<file path="src/rtl/riscv_single_cycle_core_pkg.sv">
// Shared decode constants, control enums and instruction encode/immediate
// helpers for the single-cycle RV32I-subset core.
package riscv_single_cycle_core_pkg;

   localparam logic [6:0] OP_RTYPE = 7'b0110011;
   localparam logic [6:0] OP_ITYPE = 7'b0010011;
   localparam logic [6:0] OP_LOAD  = 7'b0000011;
   localparam logic [6:0] OP_STORE = 7'b0100011;

   localparam logic [2:0] F3_ADD = 3'b000;
   localparam logic [2:0] F3_SLT = 3'b010;
   localparam logic [2:0] F3_NOR = 3'b100;
   localparam logic [2:0] F3_OR  = 3'b110;
   localparam logic [2:0] F3_AND = 3'b111;
   localparam logic [2:0] F3_W   = 3'b010;

   localparam logic [6:0] F7_BASE = 7'b0000000;
   localparam logic [6:0] F7_SUB  = 7'b0100000;

   typedef enum logic [3:0] {
      ALU_ADD = 4'd0,
      ALU_SUB = 4'd1,
      ALU_AND = 4'd2,
      ALU_OR  = 4'd3,
      ALU_SLT = 4'd4,
      ALU_NOR = 4'd5
   } alu_ctrl_e;

   typedef enum logic [0:0] {
      IMM_I = 1'b0,
      IMM_S = 1'b1
   } imm_sel_e;

   // Sign-extended 12-bit immediate in I or S layout.
   function automatic logic [31:0] imm_gen(input logic [31:0] instr, input imm_sel_e sel);
      if (sel == IMM_S) return {{20{instr[31]}}, instr[31:25], instr[11:7]};
      return {{20{instr[31]}}, instr[31:20]};
   endfunction

   // Encoders used to build the program ROM readably.
   function automatic logic [31:0] enc_r(input logic [6:0] f7, input logic [4:0] rs2,
                                         input logic [4:0] rs1, input logic [2:0] f3,
                                         input logic [4:0] rd);
      return {f7, rs2, rs1, f3, rd, OP_RTYPE};
   endfunction

   function automatic logic [31:0] enc_i(input logic [11:0] imm, input logic [4:0] rs1,
                                         input logic [2:0] f3, input logic [4:0] rd,
                                         input logic [6:0] op);
      return {imm, rs1, f3, rd, op};
   endfunction

   function automatic logic [31:0] enc_s(input logic [11:0] imm, input logic [4:0] rs2,
                                         input logic [4:0] rs1, input logic [2:0] f3);
      return {imm[11:5], rs2, rs1, f3, imm[4:0], OP_STORE};
   endfunction

endpackage

</file>
<file path="src/rtl/riscv_single_cycle_core_if.sv">
// Decode bus between the datapath (instruction fields out) and the
// hardwired controller (control strobes out).
interface riscv_single_cycle_core_if;
   import riscv_single_cycle_core_pkg::*;

   logic [6:0] opcode;
   logic [2:0] funct3;
   logic [6:0] funct7;
   logic       reg_write;
   logic       alu_src;
   logic       mem_write;
   logic       mem_to_reg;
   imm_sel_e   imm_sel;
   alu_ctrl_e  alu_ctrl;

   modport master (input opcode, funct3, funct7,
                   output reg_write, alu_src, mem_write, mem_to_reg, imm_sel, alu_ctrl);
   modport slave  (output opcode, funct3, funct7,
                   input reg_write, alu_src, mem_write, mem_to_reg, imm_sel, alu_ctrl);
endinterface

</file>
<file path="src/rtl/riscv_single_cycle_core_control_unit.sv">
// Hardwired main + ALU decoder. Unknown opcodes/functs decode to
// "no write, add" so an all-zero word behaves as a harmless bubble.
module riscv_control_unit
   import riscv_single_cycle_core_pkg::*;
(
   riscv_single_cycle_core_if.master ctrl
);

   // Decode opcode/funct fields into datapath strobes.
   always_comb begin
      ctrl.reg_write  = 1'b0;
      ctrl.alu_src    = 1'b0;
      ctrl.mem_write  = 1'b0;
      ctrl.mem_to_reg = 1'b0;
      ctrl.imm_sel    = IMM_I;
      ctrl.alu_ctrl   = ALU_ADD;
      case (ctrl.opcode)
         OP_RTYPE: begin
            ctrl.reg_write = 1'b1;
            case (ctrl.funct3)
               F3_ADD: begin
                  if (ctrl.funct7 == F7_SUB)       ctrl.alu_ctrl = ALU_SUB;
                  else if (ctrl.funct7 != F7_BASE) ctrl.reg_write = 1'b0;
               end
               F3_AND:  ctrl.alu_ctrl = ALU_AND;
               F3_OR:   ctrl.alu_ctrl = ALU_OR;
               F3_SLT:  ctrl.alu_ctrl = ALU_SLT;
               F3_NOR:  ctrl.alu_ctrl = ALU_NOR;
               default: ctrl.reg_write = 1'b0;
            endcase
         end
         OP_ITYPE: begin
            ctrl.reg_write = 1'b1;
            ctrl.alu_src   = 1'b1;
            case (ctrl.funct3)
               F3_ADD:  ctrl.alu_ctrl = ALU_ADD;
               F3_AND:  ctrl.alu_ctrl = ALU_AND;
               F3_OR:   ctrl.alu_ctrl = ALU_OR;
               F3_SLT:  ctrl.alu_ctrl = ALU_SLT;
               F3_NOR:  ctrl.alu_ctrl = ALU_NOR;
               default: ctrl.reg_write = 1'b0;
            endcase
         end
         OP_LOAD: begin
            ctrl.alu_src = 1'b1;
            if (ctrl.funct3 == F3_W) begin
               ctrl.reg_write  = 1'b1;
               ctrl.mem_to_reg = 1'b1;
            end
         end
         OP_STORE: begin
            ctrl.alu_src = 1'b1;
            ctrl.imm_sel = IMM_S;
            if (ctrl.funct3 == F3_W) ctrl.mem_write = 1'b1;
         end
         default: ;
      endcase
   end

endmodule

</file>
<file path="src/rtl/riscv_single_cycle_core.sv">
// Single-cycle RV32I-subset core with program ROM, register file, ALU and
// word-addressed data RAM. Result is the combinational ALU output of the
// instruction at PC. Optional macro RESULT_WB_EN makes Result show the
// register write-back value instead (load data for LW).
// DMEM_WORDS must be a power of two (RAM index is address[31:2] modulo depth).
module riscv_single_cycle_core
   import riscv_single_cycle_core_pkg::*;
#(
   parameter int IMEM_WORDS = 64,
   parameter int DMEM_WORDS = 64
) (
   input  logic        clk,
   input  logic        reset,
   output logic [31:0] Result
);

   localparam int DMEM_AW = $clog2(DMEM_WORDS);

   riscv_single_cycle_core_if ctrl_if ();

   logic [31:0] pc_q, pc_d;
   logic [31:0] instr, imm, rs1_data, rs2_data, alu_b, alu_result, dmem_rdata, wb_data;
   logic [4:0]  rs1, rs2, rd;
   logic [DMEM_AW-1:0] dmem_idx;
   logic [31:0] rf   [32];
   logic [31:0] dmem [DMEM_WORDS];

   // Preloaded program; anything past it reads as zero.
   function automatic logic [31:0] rom_word(input logic [29:0] idx);
      case (idx)
         30'd0:   return enc_r(F7_BASE, 5'd0, 5'd0, F3_AND, 5'd0);
         30'd1:   return enc_i(12'd1, 5'd0, F3_ADD, 5'd1, OP_ITYPE);
         30'd2:   return enc_i(12'd2, 5'd0, F3_ADD, 5'd2, OP_ITYPE);
         30'd3:   return enc_i(12'd3, 5'd1, F3_ADD, 5'd3, OP_ITYPE);
         30'd4:   return enc_i(12'd4, 5'd1, F3_ADD, 5'd4, OP_ITYPE);
         30'd5:   return enc_i(12'd5, 5'd2, F3_ADD, 5'd5, OP_ITYPE);
         30'd6:   return enc_i(12'd6, 5'd2, F3_ADD, 5'd6, OP_ITYPE);
         30'd7:   return enc_i(12'd7, 5'd3, F3_ADD, 5'd7, OP_ITYPE);
         30'd8:   return enc_r(F7_BASE, 5'd2, 5'd1, F3_ADD, 5'd8);
         30'd9:   return enc_r(F7_SUB,  5'd4, 5'd8, F3_ADD, 5'd9);
         30'd10:  return enc_r(F7_BASE, 5'd3, 5'd2, F3_AND, 5'd10);
         30'd11:  return enc_r(F7_BASE, 5'd4, 5'd3, F3_OR,  5'd11);
         30'd12:  return enc_r(F7_BASE, 5'd4, 5'd3, F3_SLT, 5'd12);
         30'd13:  return enc_r(F7_BASE, 5'd7, 5'd6, F3_NOR, 5'd13);
         30'd14:  return enc_i(12'h4D3, 5'd9,  F3_AND, 5'd14, OP_ITYPE);
         30'd15:  return enc_i(12'h8D3, 5'd11, F3_OR,  5'd15, OP_ITYPE);
         30'd16:  return enc_i(12'h4D2, 5'd13, F3_SLT, 5'd16, OP_ITYPE);
         30'd17:  return enc_i(12'h4D2, 5'd8,  F3_NOR, 5'd17, OP_ITYPE);
         30'd18:  return enc_s(12'd48, 5'd11, 5'd0, F3_W);
         30'd19:  return enc_i(12'd48, 5'd0, F3_W, 5'd12, OP_LOAD);
         default: return 32'h0;
      endcase
   endfunction

   // PC: async clear, otherwise advance one word per cycle.
   always_ff @(posedge clk or posedge reset) begin
      if (reset) pc_q <= 32'h0;
      else       pc_q <= pc_d;
   end

   // Fetch, decode, register read, ALU and write-back selection.
   always_comb begin
      pc_d     = pc_q + 32'd4;
      instr    = (pc_q[31:2] < 30'(IMEM_WORDS)) ? rom_word(pc_q[31:2]) : 32'h0;
      rs1      = instr[19:15];
      rs2      = instr[24:20];
      rd       = instr[11:7];
      imm      = imm_gen(instr, ctrl_if.imm_sel);
      rs1_data = (rs1 == 5'd0) ? 32'h0 : rf[rs1];
      rs2_data = (rs2 == 5'd0) ? 32'h0 : rf[rs2];
      alu_b    = ctrl_if.alu_src ? imm : rs2_data;
      case (ctrl_if.alu_ctrl)
         ALU_ADD: alu_result = rs1_data + alu_b;
         ALU_SUB: alu_result = rs1_data - alu_b;
         ALU_AND: alu_result = rs1_data & alu_b;
         ALU_OR:  alu_result = rs1_data | alu_b;
         ALU_SLT: alu_result = {31'b0, $signed(rs1_data) < $signed(alu_b)};
         ALU_NOR: alu_result = ~(rs1_data | alu_b);
         default: alu_result = 32'h0;
      endcase
      dmem_idx   = alu_result[DMEM_AW+1:2];
      dmem_rdata = dmem[dmem_idx];
      wb_data    = ctrl_if.mem_to_reg ? dmem_rdata : alu_result;
`ifdef RESULT_WB_EN
      Result     = ctrl_if.reg_write ? wb_data : alu_result;
`else
      Result     = alu_result;
`endif
   end

   assign ctrl_if.opcode = instr[6:0];
   assign ctrl_if.funct3 = instr[14:12];
   assign ctrl_if.funct7 = instr[31:25];

   riscv_control_unit u_ctrl (.ctrl(ctrl_if.master));

   // Register file write port; x0 is never stored.
   always_ff @(posedge clk) begin
      if (ctrl_if.reg_write && rd != 5'd0) rf[rd] <= wb_data;
   end

   // Data RAM write port.
   always_ff @(posedge clk) begin
      if (ctrl_if.mem_write) dmem[dmem_idx] <= rs2_data;
   end

endmodule

</file>
<file path="config.mk">
export PLATFORM = sky130hd
export DESIGN_NAME = riscv_single_cycle_core
export DESIGN_NICKNAME = d
export VERILOG_FILES = /design/src/rtl/riscv_single_cycle_core_pkg.sv /design/src/rtl/riscv_single_cycle_core_if.sv /design/src/rtl/riscv_single_cycle_core_control_unit.sv /design/src/rtl/riscv_single_cycle_core.sv
export SDC_FILE = /design/constraint.sdc
export NUM_CORES = 2
export LEC_CHECK = 0
export CAP_MARGIN = 30
export CELL_PAD_IN_SITES_DETAIL_PLACEMENT = 1
export CELL_PAD_IN_SITES_GLOBAL_PLACEMENT = 2
export CORE_ASPECT_RATIO = 0.5
export CORE_UTILIZATION = 45
export CTS_BUF_LIST = sky130_fd_sc_hd__clkbuf_16
export CTS_CLUSTER_SIZE = 24
export DETAILED_ROUTE_END_ITERATION = 10
export DONT_BUFFER_PORTS = 1
export GPL_TIMING_DRIVEN = 1
export PLACE_DENSITY = 0.8
export REMOVE_ABC_BUFFERS = 1
export SLEW_MARGIN = 20
export SYNTH_ARGS = -nofsm -noshare
export SYNTH_HDL_FRONTEND = slang
export SYNTH_MEMORY_MAX_BITS = 65536
export SYNTH_SLANG_ARGS = --single-unit
</file>
<file path="constraint.sdc">
create_clock -name clk -period 30 [get_ports clk]
set_input_delay 3 -clock clk [delete_from_list [all_inputs] [get_ports clk]]
set_output_delay 3 -clock clk [all_outputs]
set_load 0.01 [all_outputs]
</file>
==> impl_summary.txt <==
----------------------------------------------------
[Die]
  Number of rows created at floorplan ... roughly 130
  Initial core utilization ... 0.456
  Total die area ... between 0.2 and 0.3 mm²
  Die boundary width ... about 730 µm
  Top Ports ... 34
  Area of the core ... 0.260 mm²
  Die height ... 365 µm

[Power and ir drop]
  Worst voltage drop across the vdd grid ... approximately 36 µV
  Power density relative to cell area ... around 57 mW/mm²
  Static Leakage ... ~45 nW

[Clock tree]
  CTS Hold Buffers Added ... 0
  Buffer cell driving the clock tree root ... clkbuf_16
  Cts bufs inserted ... between 200 and 300
  H-tree depth ... 5
  Buffer count from post-CTS setup fixing ... 0
  Maximum buffer depth of the clock tree ... 4
  Clock-pin slew on the worst setup and hold paths ... about 0.06 ns
  Clock latency reported for the late side of the worst-skew pair ... 0.89 ns
  # clock sinks ... between 2000 and 3000
  Cts repair resizes ... 0
  CTS tree ... built

[Cells and area]
  Area growth syn-to-layout ... 12.9%
  Final Cell Area ... about 0.13 mm²
  Share of layout cells above drive strength 1 ... 0.117
  Filler cells ... around 25000
  Core occupancy in the finished layout ... 0.514
  Total number of nets in the final design ... 8737

[GRT]
  Met1 global-route usage ... 0.442
  Met2 Track Usage GR ... 0.493
  GRT overflow ... 0
  Global-route wire length before repair ... a little over 600000 µm
  Met3 track demand over resource ... 0.0769
  Largest net degree at the start of global routing ... between 150 and 200
  Gr usage total ... 0.318
  Number of global-route vias before repair ... 80869
  Most utilized layer in the global route result ... met2
  Number of antenna violations at the first check in global routing ... 26

[Route]
  Vias per std cell ... around 6.6
  DRC violations left ... 0
  Total detailed-routing wirelength ... 432000 µm
  Pre-Repair DR Iteration Count ... 8
  Routed length per instance ... about 35 µm
  DR vias ... just over 80000
  Final ANT Viol Nets ... 0
  Number of DRC markers after the initial detailed-route iteration ... roughly 13000

[Place]
  Total half-perimeter wirelength after legalization and detailed placement ... about 240000 µm
  Port Buffers ... 0
  Final weighted congestion in routability-driven placement ... slightly below 0.9
  DP Area ... approximately 0.13 mm²

[Yosys]
  Count of flip-flops with a built-in enable after synthesis ... between 2000 and 3000
  Post-synth top area cell ... edfxtp_1
  Netlist area before placement ... around 0.12 mm²
  Number of synthesized register bits ... between 2000 and 3000
  Mean instance size in the synthesized netlist ... 14.3 µm²
  Synthesized instance count ... 8320
  Leading post-synthesis cells by cell area ... edfxtp_1 72%, nand2_1 3.9%, a22oi_1 3.5%
  Count of cell types in the netlist ... between 90 and 100
  Async SR Flop Fraction ... 0.0104
  Portion of the post-synthesis area used by sequential elements ... 0.730
  Yosys warnings ... 0
  Proportion of netlist area held by the largest area contributor ... 0.724
  Top FF cell, synth ... edfxtp_1

[Outcome]
  Run status ... finished clean

[Setup path]
  CP arrival ... between 10 and 15 ns
  Nature of the critical path endpoint ... primary output
  Slowest stage delay, CP ... around 0.77 ns
  Startpoint type of the worst setup path ... flip-flop
  Type of the setup path with the least slack ... flip-flop to primary output
  Data required time at the worst endpoint ... around 27 ns
  Peak fanout along the critical path ... 70
  Most numerous cell on the critical path ... buf_4
  Standard cell with the maximum stage delay on the critical path ... buf_4
  FF-to-FF setup slack ... 17.50 ns

[STA]
  # setup viols final ... 0
  Worst Tran Pin Value ... 1.22 ns
  Clock tree skew after final layout ... approximately 0.094 ns
  Sum of negative setup slack ... 0 ns
  Final Max Tran Viols ... 0
  Achievable Freq ... slightly above 70 MHz
  Setup repair after global routing missed its margin ... no
  Normalized max-slew margin ... 0.186
  Portion of the clock cycle consumed by the worst path in the final layout ... 0.458
  Tmin final ... around 14 ns
  Final count of hold timing violations ... 0

[Job]
  Max-cap violations ... 0

[Min path]
  Kind of path behind the tightest hold check ... flip-flop to flip-flop

----------------------------------------------------
==> per-layer routing <==
layer	part of all wire	vias to the layer above
met5	0.00039	-
met4	0.041	22
met3	0.12	1026
li1	-	32902
met2	0.45	5455
met1	0.39	42076
==> state kept, by name, indices dropped and copies added (netlist names) <==
name  flops
dmem   2048
pc_q     30
rf      811
==> report_power, final <==
group | total [W] | switching (W) | internal, W | leakage (nW)
Sequential | 0.00438 | 0.00000206 | 0.00438 | 27.0
Combinational | 0.0000103 | 0.00000886 | 0.00000143 | 13.6
Clock | 0.00328 | 0.00152 | 0.00176 | 4.16
Total | 0.00767 | 0.00153 | 0.00614 | 44.7
==> critical path: cells and delay by family, from the launching register on <==
| family | cells | cell delay (ns) |
|---|---|---|
| simple gates | 7 | 1.93 |
| mux | 1 | 0.29 |
| compound gates | 12 | 3.85 |
| flops | 1 | 0.37 |
| buf+inv | 7 | 2.82 |
| fa+ha+maj | 1 | 0.51 |
==> layout make-up <==
type | count | area, µm² | share of cell area
flip-flops and latches | 2889 | 86600 | 0.647
multi-input cells | 5033 | 31700 | 0.237
clock buffers | 275 | 6880 | 0.0514
well taps | 3484 | 4360 | 0.0325
repair buffers | 335 | 2820 | 0.0211
clock inverters | 191 | 1180 | 0.00880
inverters | 91 | 359 | 0.00268
diodes | 16 | 40.0 | 0.000299
==> kinds of logic after synthesis <==
kind of cell             share of synthesized area
AO/OA/AOI/OAI                                0.121
XOR/XNOR                                   0.00258
adder cells (fa/ha/maj)                     0.0124
buffers and inverters                       0.0234
flip-flops                                   0.730
multiplexers                                0.0219
other                                    0.0000316
AND/OR/NAND/NOR                             0.0883
==> worst paths after layout <==
| check | from | end | cells past startpoint |
|---|---|---|---|
| worst max-delay path | pc_q[4] | Result[30] | 28 |
| worst min-delay path | pc_q[31] | pc_q[31] | 1 |
| worst max register to register | pc_q[3] | dmem[57][27] | 29 |
| worst min register to register | pc_q[31] | pc_q[31] | 1 |
| max in group asynchronous | reset | pc_q[5] | 1 |
| min in group asynchronous | reset | pc_q[30] | 1 |
==> synthesized netlist by cell type, types with 27 or more instances <==
cell       instances
nand3b_1          32
a22o_1            32
a222oi_1          31
nand2_1         1219
dfrtp_1           30
a221oi_1         115
a211oi_1         129
ha_1             114
a31oi_1           82
nor3_1           108
xnor2_1           28
buf_1             88
o221ai_1          28
inv_1             86
o2bb2ai_1         29
and3_1            67
nor2_1           329
mux4_2            27
o31ai_1           42
and2_1            41
nand3_1          393
a21o_1            46
o211ai_1          52
nand4_1           31
mux2i_1          105
a41oi_1           95
nor4_1            43
buf_2            142
o22ai_1           40
edfxtp_1        2859
a22oi_1          553
o21ai_0          148
mux2_2            78
a21oi_1          433
clkbuf_1         323
==> cells in the final DEF (no fill, tap or decap), drive strengths merged, types with 83 or more instances in the layout <==
master | Yosys | layout
nor2 | 332 | 332
a41oi | 95 | 95
inv | 89 | 153
edfxtp | 2859 | 2859
a21oi | 433 | 433
nor3 | 116 | 116
a31oi | 83 | 83
ha | 114 | 114
a211oi | 131 | 131
mux2i | 107 | 107
o21ai | 152 | 152
clkbuf | 323 | 278
conb | 1 | 267
nand2 | 1219 | 1219
a221oi | 115 | 115
buf | 250 | 332
nand3 | 393 | 393
clkinv | 2 | 112
a22oi | 553 | 553
==> through the flow <==
stage / hold slack (ns) / setup WS [ns] / total power, W / instances
floorplan: 0.447 / 1.95 / 0.00447 / 8013
global placement: 0.463 / 16.95 / 0.00448 / 11795
detailed placement: 0.467 / 16.87 / 0.00448 / 11819
CTS: 0.480 / 15.97 / 0.00768 / 12285
global route: 0.488 / 15.72 / 0.00781 / 12299
finish: 0.481 / 16.25 / 0.00767 / 12314
Power figures use the tool's default switching activity.
